===== src/rtl/data_mem_arbiter.sv =====
// Data-memory port arbiter between the pipeline MEM stage and a host loader.
// The CPU normally wins; a starved host forces a bounded burst of grants.
module data_mem_arbiter #(
  parameter int unsigned WAIT_MAX  = 8,
  parameter int unsigned BURST_MAX = 4
) (
  input  logic        clk_i,
  input  logic        rst_ni,
  input  logic        cpu_req_i,
  input  logic        cpu_we_i,
  input  logic [31:0] cpu_addr_i,
  input  logic [31:0] cpu_wdata_i,
  output logic [31:0] cpu_rdata_o,
  output logic        stall_cpu_o,
  input  logic        host_req_i,
  input  logic        host_we_i,
  input  logic [31:0] host_addr_i,
  input  logic [31:0] host_wdata_i,
  output logic        host_gnt_o,
  output logic        host_rvalid_o,
  output logic [31:0] host_rdata_o,
  output logic        mem_we_o,
  output logic [31:0] mem_addr_o,
  output logic [31:0] mem_wdata_o,
  input  logic [31:0] mem_rdata_i
);

  localparam int unsigned WaitWRaw = $clog2(WAIT_MAX + 1);
  localparam int unsigned WaitW    = (WaitWRaw > 4) ? WaitWRaw : 4;
  localparam int unsigned BurstW   = (BURST_MAX > 1) ? $clog2(BURST_MAX + 1) : 1;

  typedef enum logic [1:0] {StIdle, StCpu, StHostFree, StHostForced} state_e;

  state_e              state_q, state_d;
  logic [WaitW-1:0]    wait_cnt_q, wait_cnt_d;
  logic [BurstW-1:0]   burst_cnt_q, burst_cnt_d;
  logic                host_rvalid_q, host_rvalid_d;
  logic [31:0]         host_rdata_q, host_rdata_d;

  logic force_active;
  logic grant_host;
  logic grant_cpu;

  always_comb begin
    force_active = ((state_q == StHostForced) && (burst_cnt_q < BurstW'(BURST_MAX))) ||
                   (wait_cnt_q == WaitW'(WAIT_MAX));
    // Grants are suppressed combinationally while reset is held.
    grant_host   = rst_ni & host_req_i & (~cpu_req_i | force_active);
    grant_cpu    = rst_ni & cpu_req_i & ~grant_host;

    if (grant_host && cpu_req_i)   state_d = StHostForced;
    else if (grant_host)           state_d = StHostFree;
    else if (grant_cpu)            state_d = StCpu;
    else                           state_d = StIdle;

    if (grant_host || !host_req_i)                 wait_cnt_d = '0;
    else if (wait_cnt_q != WaitW'(WAIT_MAX))       wait_cnt_d = wait_cnt_q + WaitW'(1);
    else                                           wait_cnt_d = wait_cnt_q;

    if (state_d != StHostForced)                   burst_cnt_d = '0;
    else if (burst_cnt_q != BurstW'(BURST_MAX))    burst_cnt_d = burst_cnt_q + BurstW'(1);
    else                                           burst_cnt_d = burst_cnt_q;

    host_rvalid_d = grant_host & ~host_we_i;
    host_rdata_d  = host_rvalid_d ? mem_rdata_i : host_rdata_q;

    mem_we_o    = 1'b0;
    mem_addr_o  = '0;
    mem_wdata_o = '0;
    if (grant_host) begin
      mem_we_o    = host_we_i;
      mem_addr_o  = host_addr_i;
      mem_wdata_o = host_wdata_i;
    end else if (grant_cpu) begin
      mem_we_o    = cpu_we_i;
      mem_addr_o  = cpu_addr_i;
      mem_wdata_o = cpu_wdata_i;
    end
  end

  always_ff @(posedge clk_i or negedge rst_ni) begin
    if (!rst_ni) begin
      state_q       <= StIdle;
      wait_cnt_q    <= '0;
      burst_cnt_q   <= '0;
      host_rvalid_q <= 1'b0;
      host_rdata_q  <= '0;
    end else begin
      state_q       <= state_d;
      wait_cnt_q    <= wait_cnt_d;
      burst_cnt_q   <= burst_cnt_d;
      host_rvalid_q <= host_rvalid_d;
      host_rdata_q  <= host_rdata_d;
    end
  end

  assign cpu_rdata_o   = mem_rdata_i;
  assign stall_cpu_o   = cpu_req_i & grant_host;
  assign host_gnt_o    = grant_host;
  assign host_rvalid_o = host_rvalid_q;
  assign host_rdata_o  = host_rdata_q;

endmodule


===== config.mk =====
export PLATFORM = sky130hd
export DESIGN_NAME = data_mem_arbiter
export DESIGN_NICKNAME = d
export VERILOG_FILES = /design/src/rtl/data_mem_arbiter.sv
export SDC_FILE = /design/constraint.sdc
export NUM_CORES = 1
export LEC_CHECK = 0
export ABC_AREA = 1
export CORE_AREA = 3 3 114 116
export CTS_CLUSTER_DIAMETER = 120
export CTS_CLUSTER_SIZE = 40
export DETAILED_ROUTE_END_ITERATION = 10
export DIE_AREA = 0 0 117 119
export PLACE_DENSITY = 0.67
export SYNTH_ARGS = -nofsm -noshare
export SYNTH_HDL_FRONTEND = slang
export SYNTH_SLANG_ARGS = --single-unit
export TNS_END_PERCENT = 20

===== constraint.sdc =====
create_clock -name clk_i -period 2.1 [get_ports clk_i]
set_clock_uncertainty 0.2 [all_clocks]
set_input_delay 0.42 -clock clk_i [delete_from_list [all_inputs] [get_ports clk_i]]
set_output_delay 0.42 -clock clk_i [all_outputs]
set_load 0.01 [all_outputs]

==> results.py, run 1 <==
metrics = {
    "worst_setup_path": {
        "cp_slowest_stage_delay_ns": 0.39,
        "crit_path_end_kind": "primary output",
        "crit_arrival_ns": 1.79,
        "path_cells": "inv_2 -> ha_4 -> nand3_4 -> nand3_4 -> buf_12 -> nand2_8 -> buf_12 -> buf_16 -> nand3_1 -> nand2_1 -> buf_2",
        "critical-path-slowest-cell": "sky130_fd_sc_hd__dfrtp_1",
        "critPathKind": "flop to primary output",
        "setup.reg_to_reg.worst_slack_ns": 0.20,
        "critPathMaxFanout": 7,
        "worstSetupStartpointType": "flop",
        "worst_r2r_startpoint": "wait_cnt_q[0]$_DFFE_PN0P_",
        "ff2ff_path_depth": 10,
        "worstPathRequired_ns": 1.48,
        "reg2reg_to": "host_rdata_o[18]$_DFFE_PN0P_",
    },
    "cts": {
        "htree_num_levels": 2,
        "cts_tree": "built",
        "cts.sinks": 42,
        "clockBufferDepth": 2,
        "clk_latency_worst_skew_pair_ns": 0.27,
        "clock_tree.root_cell": "sky130_fd_sc_hd__clkbuf_16",
        "numCtsBuffers": 5,
        "clock_slew_at_the_register_clock_pins_of_the_worst_setup_and_hold_paths_ns": 0.06,
    },
    "synth": {
        "asyncSetResetFlopFracSynth_pct": 100.0,
        "yosys_register_bits": 42,
        "synth_warnings": 0,
        "synth_enable_flop_cells": 0,
        "synth_top_cells_by_count": "138 x sky130_fd_sc_hd__nand2_1, 131 x sky130_fd_sc_hd__nand3_1, 42 x sky130_fd_sc_hd__dfrtp_1",
        "post_synth_main_area_contributors": "sky130_fd_sc_hd__dfrtp_1 34%, sky130_fd_sc_hd__nand3_1 21%, sky130_fd_sc_hd__nand2_1 17%, sky130_fd_sc_hd__buf_4 8.0%, sky130_fd_sc_hd__nand4_1 6.5%",
        "synthDominantAreaCellType": "sky130_fd_sc_hd__dfrtp_1",
        "synth_fp_nets": 624,
        "yosys.area.top_type_share_pct": 33.87,
        "netlist_instances": 454,
        "post-synth-top-count-cell": "sky130_fd_sc_hd__nand2_1",
        "synth.distinct_cells": 19,
        "syn-cell-area_sq_um": 3103,
        "synth-main-ff-cell": "sky130_fd_sc_hd__dfrtp_1",
        "syn_area_per_cell_sq_um": 6.835,
        "synth-seq-area-share_pct": 33.87,
    },
    "routing": {
        "drcViolationCount": 0,
        "detail_route.wirelength_mm": 16.61,
        "routedWlPerCell_um": 18.44,
        "drtAntennaViolNets": 0,
        "drt_first_iter_violations": 240,
        "detailedRoute.firstPassIterationCount": 5,
        "routed-via-count": 4380,
        "vias_per_cell": 4.861,
    },
    "sta": {
        "report.final.setup_viol": 67,
        "timing.final.ws_setup_ns": -0.3124,
        "slew_headroom_pct": 69.10,
        "drv_slew": 0,
        "report.final.hold_viol_count": 0,
        "post-route-period-util_pct": 114.9,
        "fmax_mhz": 414.5,
        "timing.final.crit_period_ns": 2.412,
        "setup-tns-final_ns": -15.66,
        "worst_pin_slew_ns": 0.4635,
        "rsz_0062_raised_after_global_routing": "yes",
        "hold-worst-slack_ns": 0.1266,
    },
    "floorplanning": {
        "die-area_sq_um": 13920,
        "rows": 40,
        "io-pin-count": 298,
        "initial_core_util_pct": 25.83,
        "dieHeight_um": 119,
        "chipWidth_um": 117,
        "core_sq_um": 12010,
    },
    "hold_path": {
        "worstHoldPathType": "input port to async pin",
    },
    "place": {
        "post-place-cells": 863,
        "routabilityCongestion": 0.9794,
        "dp_hpwl_mm": 11.85,
        "place_area_sq_um": 6202,
        "total_of_buffers_placed_on_input_and_output_ports": 297,
    },
    "grt": {
        "grt.overflow.total": 0,
        "first_global_vias": 4475,
        "antenna_found_initial": 0,
        "global_route.usage.total_pct": 22.62,
        "grt_start_max_net_pins": 37,
        "first_pass_grt_wire_length_mm": 24.69,
    },
    "power": {
        "powerDensity_nw_per_um2": 464.2,
        "irDropWorstVdd_uv": 503.5,
        "total_leakage_power_uw": 0.003467,
    },
    "final_layout": {
        "fin_area_sq_um": 6994,
        "area_growth_syn_to_layout_pct": 125.4,
        "layout-drive-gt1-share_pct": 26.79,
        "nets": 924,
        "post_layout_nonfiller_instances": 901,
        "ant_diodes": 0,
    },
    "run_status": {
        "outcome": "finished with violations",
        "violations": "negative setup slack",
    },
    "run": {
        "maxCapViolations": 0,
    },
}
-- layer usage --
metal / wire length [um] / GRT usage (%)
met1: 6480 / 28.26
met2: 8617 / 39.90
met3: 1170 / 4.573
met4: 345 / 4.516
met5: 0 / 0
-- registers in the layout (all words and copies together) (netlist names) --
name,flops
host_rdata_o,32
wait_cnt_q,4
burst_cnt_q,3
state_q,2
host_rvalid_o,1
-- where the power goes --
group / switching, uW / internal, uW / total [uW]
registers: 72.4 / 938 / 1010
clock network: 284 / 429 / 713
logic: 632 / 892 / 1520
total: 988 / 2260 / 3250
-- worst max-delay path, delay by kind of cell (launching register included) --
family | cells | cell delay [ns]
buf+inv | 5 | 0.62
simple gates | 5 | 0.35
flops | 1 | 0.39
fa+ha+maj | 1 | 0.14
-- final cells by class --
cell class                 instances  area (sq um)
inverter                          16         62.56
clock inverter                     2         10.01
clock buffer                       5         125.1
tap                              147         183.9
multi-input combinational        324          1808
fill                            1072          5017
sequential                        42          1051
timing repair buffer             365          3754
-- cells by family after synthesis --
| group | Yosys count | synth area share [%] |
|---|---|---|
| adders and majority gates | 4 | 1.613 |
| xor gates and xnor gates | 4 | 1.129 |
| DFF | 42 | 33.87 |
| buffers and inverters | 88 | 16.21 |
| AOI/OAI and AO/OA | 4 | 0.6449 |
| and+or+nand+nor | 312 | 46.53 |
-- metrics by stage --
step                      util, %  power (uW)  setup WS [ns]
after floorplan                 -        1481         0.1018
after global placement      51.64        2390        -0.7440
after detailed placement    51.64        2407        -0.7369
after CTS                   56.82        3260        -0.3125
after global routing        58.23        3438        -0.3943
final                       58.23        3247        -0.3124
-- worst max path at each step --
stage	endpoint	slack, ns	start	cells past startpoint
after floorplan	mem_addr_o[0]	0.10	wait_cnt_q[0]$_DFFE_PN0P_	8
after global placement	mem_wdata_o[20]	-0.74	cpu_req_i	7
after detailed placement	mem_wdata_o[20]	-0.74	cpu_req_i	7
after CTS	mem_addr_o[21]	-0.31	wait_cnt_q[1]$_DFFE_PN0P_	11
after global routing	mem_addr_o[27]	-0.39	wait_cnt_q[1]$_DFFE_PN0P_	11
final	mem_addr_o[21]	-0.31	wait_cnt_q[0]$_DFFE_PN0P_	11
-- repair_timing --
item	4_1_cts	5_1_grt
hold endpoints to repair	6	0
resized for setup	355	39
pin swaps	23	13
hold buffers	1	0
setup buffers	19	2
setup endpoints to repair	69	79
cloned	9	1
-- layout by cell type (no fill, tap or decap), drive strengths merged --
cell type / Yosys / layout
a21oi: 1 / 1
nand2: 139 / 139
nand4: 32 / 32
xor2: 4 / 4
ha: 4 / 4
clkinv: 1 / 3
o21ai: 3 / 3
nand3: 134 / 134
dlymetal6s2s: 0 / 12
dlygate4sd3: 0 / 1
nor2: 7 / 7
clkbuf: 15 / 6
bufbuf: 0 / 3
clkdlybuf4s50: 0 / 213
inv: 15 / 15
dfrtp: 42 / 42
dlygate4sd2: 0 / 4
buf: 57 / 131
Note: power is estimated with default switching activity, not from simulation.
==> run 2, diff against run 1 <==
--- a/config.mk
+++ b/config.mk
@@ -11,6 +11,7 @@
 export CTS_CLUSTER_SIZE = 40
 export DETAILED_ROUTE_END_ITERATION = 10
 export DIE_AREA = 0 0 117 119
+export GPL_ROUTABILITY_DRIVEN = 0
 export PLACE_DENSITY = 0.67
 export SYNTH_ARGS = -nofsm -noshare
 export SYNTH_HDL_FRONTEND = slang
==> results.py, run 2 (synthesis gave the netlist of run 1 again) <==
metrics = {
    "run_status": {
        "violations": "negative setup slack",
        "outcome": "finished with violations",
    },
    "grt": {
        "first_pass_grt_wire_length_mm": 23.74,
        "grt_start_max_net_pins": 37,
        "antenna_found_initial": 1,
        "grt.overflow.total": 0,
        "global_route.usage.total_pct": 21.61,
        "first_global_vias": 4341,
    },
    "run": {
        "maxCapViolations": 0,
    },
    "place": {
        "total_of_buffers_placed_on_input_and_output_ports": 297,
        "place_ws_ns": -0.7428,
        "dp_hpwl_mm": 11.83,
        "place_area_sq_um": 6227,
    },
    "sta": {
        "slew_headroom_pct": 68.17,
        "drv_slew": 0,
        "worst_pin_slew_ns": 0.4775,
        "report.final.hold_viol_count": 0,
        "rsz_0062_raised_after_global_routing": "yes",
        "setup-tns-final_ns": -16.30,
        "timing.final.crit_period_ns": 2.372,
        "report.final.setup_viol": 67,
        "timing.final.ws_setup_ns": -0.2719,
        "fmax_mhz": 421.6,
        "post-route-period-util_pct": 112.9,
    },
    "cts": {
        "clockBufferDepth": 2,
        "clk_latency_worst_skew_pair_ns": 0.28,
        "clock_slew_at_the_register_clock_pins_of_the_worst_setup_and_hold_paths_ns": 0.06,
        "cts.sinks": 42,
        "cts_tree": "built",
        "clock_tree.root_cell": "sky130_fd_sc_hd__clkbuf_16",
        "cts_hold_buf": 0,
        "numCtsBuffers": 5,
        "htree_num_levels": 2,
    },
    "final_layout": {
        "fin_area_sq_um": 6733,
        "mostFrequentLayoutCell": "sky130_fd_sc_hd__clkdlybuf4s50_1",
        "area_growth_syn_to_layout_pct": 117.0,
        "nets": 919,
        "most-common-layout-cells": "214 x sky130_fd_sc_hd__clkdlybuf4s50_1, 136 x sky130_fd_sc_hd__nand2_1, 124 x sky130_fd_sc_hd__nand3_1",
        "post-route-util_pct": 56.05,
        "layout-drive-gt1-share_pct": 21.20,
        "largest_register_ffs": 32,
        "ant_diodes": 0,
    },
    "worst_setup_path": {
        "timing.critical_path.to": "mem_wdata_o[20]",
        "reg2reg_to": "host_rdata_o[18]$_DFFE_PN0P_",
        "worstPathRequired_ns": 1.48,
        "worstSetupStartpointType": "flop",
        "setup.reg_to_reg.worst_slack_ns": 0.14,
        "critPathKind": "flop to primary output",
        "worst_r2r_startpoint": "wait_cnt_q[0]$_DFFE_PN0P_",
        "critPathMaxFanout": 10,
        "ff2ff_path_depth": 10,
        "crit_path_end_kind": "primary output",
        "crit_arrival_ns": 1.75,
        "crit_start": "wait_cnt_q[0]$_DFFE_PN0P_",
    },
    "hold_path": {
        "worstHoldPathType": "input port to async pin",
    },
    "power": {
        "total_power_uw": 3247,
        "powerDensity_nw_per_um2": 482.3,
        "total_leakage_power_uw": 0.003427,
        "irDropWorstVdd_uv": 480.7,
    },
    "routing": {
        "drcViolationCount": 0,
        "routedWlPerCell_um": 18.31,
        "detailedRoute.firstPassIterationCount": 5,
        "routed-via-count": 4353,
        "drt_first_iter_violations": 305,
        "vias_per_cell": 4.853,
        "detail_route.wirelength_mm": 16.42,
        "drtAntennaViolNets": 0,
    },
    "floorplanning": {
        "rows": 40,
        "core_sq_um": 12010,
        "initial_core_util_pct": 25.83,
        "chipWidth_um": 117,
        "die-area_sq_um": 13920,
        "io-pin-count": 298,
        "dieHeight_um": 119,
    },
}
run 2: cell count changes in the layout (fill, tap and decap cells not counted), sizes merged:
| cell | delta |
|---|---|
| buf | -11 |
| bufbuf | +1 |
| clkbuf | +5 |
| clkdlybuf4s50 | +1 |
| clkinv | -1 |
| clkinvlp | +1 |
| dlygate4sd2 | -1 |
| dlygate4sd3 | -1 |
| nand2 | +2 |
run 2: metrics by stage:
step,instances,hold slack (ns)
2_1_floorplan,454,-0.07559
3_3_place_gp,868,0.2548
3_5_place_dp,868,0.2582
4_1_cts,887,0.01937
5_1_grt,897,0.01960
6_report,897,0.007220
run 2: cell type report:
class	count	area [sq um]
Inverter	16	62.56
Clock buffer	6	138.9
Tap cell	147	183.9
Timing Repair Buffer	358	3623
Sequential cell	42	1051
Fill cell	1131	5279
Multi-Input combinational cell	326	1660
Clock inverter	2	12.51
run 2: worst min path at each step:
stage	endpoint	slack (ns)
5_1_grt	state_q[1]$_DFF_PN0_	0.02
4_1_cts	host_rdata_o[18]$_DFFE_PN0P_	0.02
2_1_floorplan	burst_cnt_q[0]$_DFFE_PN0P_	-0.08
3_3_place_gp	host_rdata_o[21]$_DFFE_PN0P_	0.25
3_5_place_dp	host_rdata_o[1]$_DFFE_PN0P_	0.26
6_report	state_q[1]$_DFF_PN0_	0.007
run 2: metal layers:
metal  global-route usage, %  routed length, um  up-vias
met1                   26.62               6451     2043
met3                   5.081               1190       20
met2                   38.58               8557      202
met5                       0                 13        -
met4                   3.297                210        2
li1                        -                  -     2086
run 2: repair_timing:
item | CTS | global route
gates cloned | 5 | 9
setup endpoints to repair | 69 | 79
pin swaps | 2 | 11
setup buffers | 6 | 1
resized for setup | 298 | 37
run 2: power breakdown:
| group | total [uW] | internal [uW] | switching, uW |
|---|---|---|---|
| clock network | 776 | 471 | 306 |
| registers | 1010 | 938 | 71.6 |
| logic | 1460 | 853 | 608 |
run 2: worst max-delay path: stages, from the launching register on:
cell and delay, ns:
sky130_fd_sc_hd__dfrtp_1 0.36, sky130_fd_sc_hd__inv_2 0.06, sky130_fd_sc_hd__ha_4 0.16, sky130_fd_sc_hd__nand3_4 0.07, sky130_fd_sc_hd__nand3_4 0.10, sky130_fd_sc_hd__buf_12 0.16, sky130_fd_sc_hd__nand2_4 0.11, sky130_fd_sc_hd__clkbuf_16 0.17
sky130_fd_sc_hd__nand3_1 0.06, sky130_fd_sc_hd__nand2_1 0.07, sky130_fd_sc_hd__buf_2 0.13
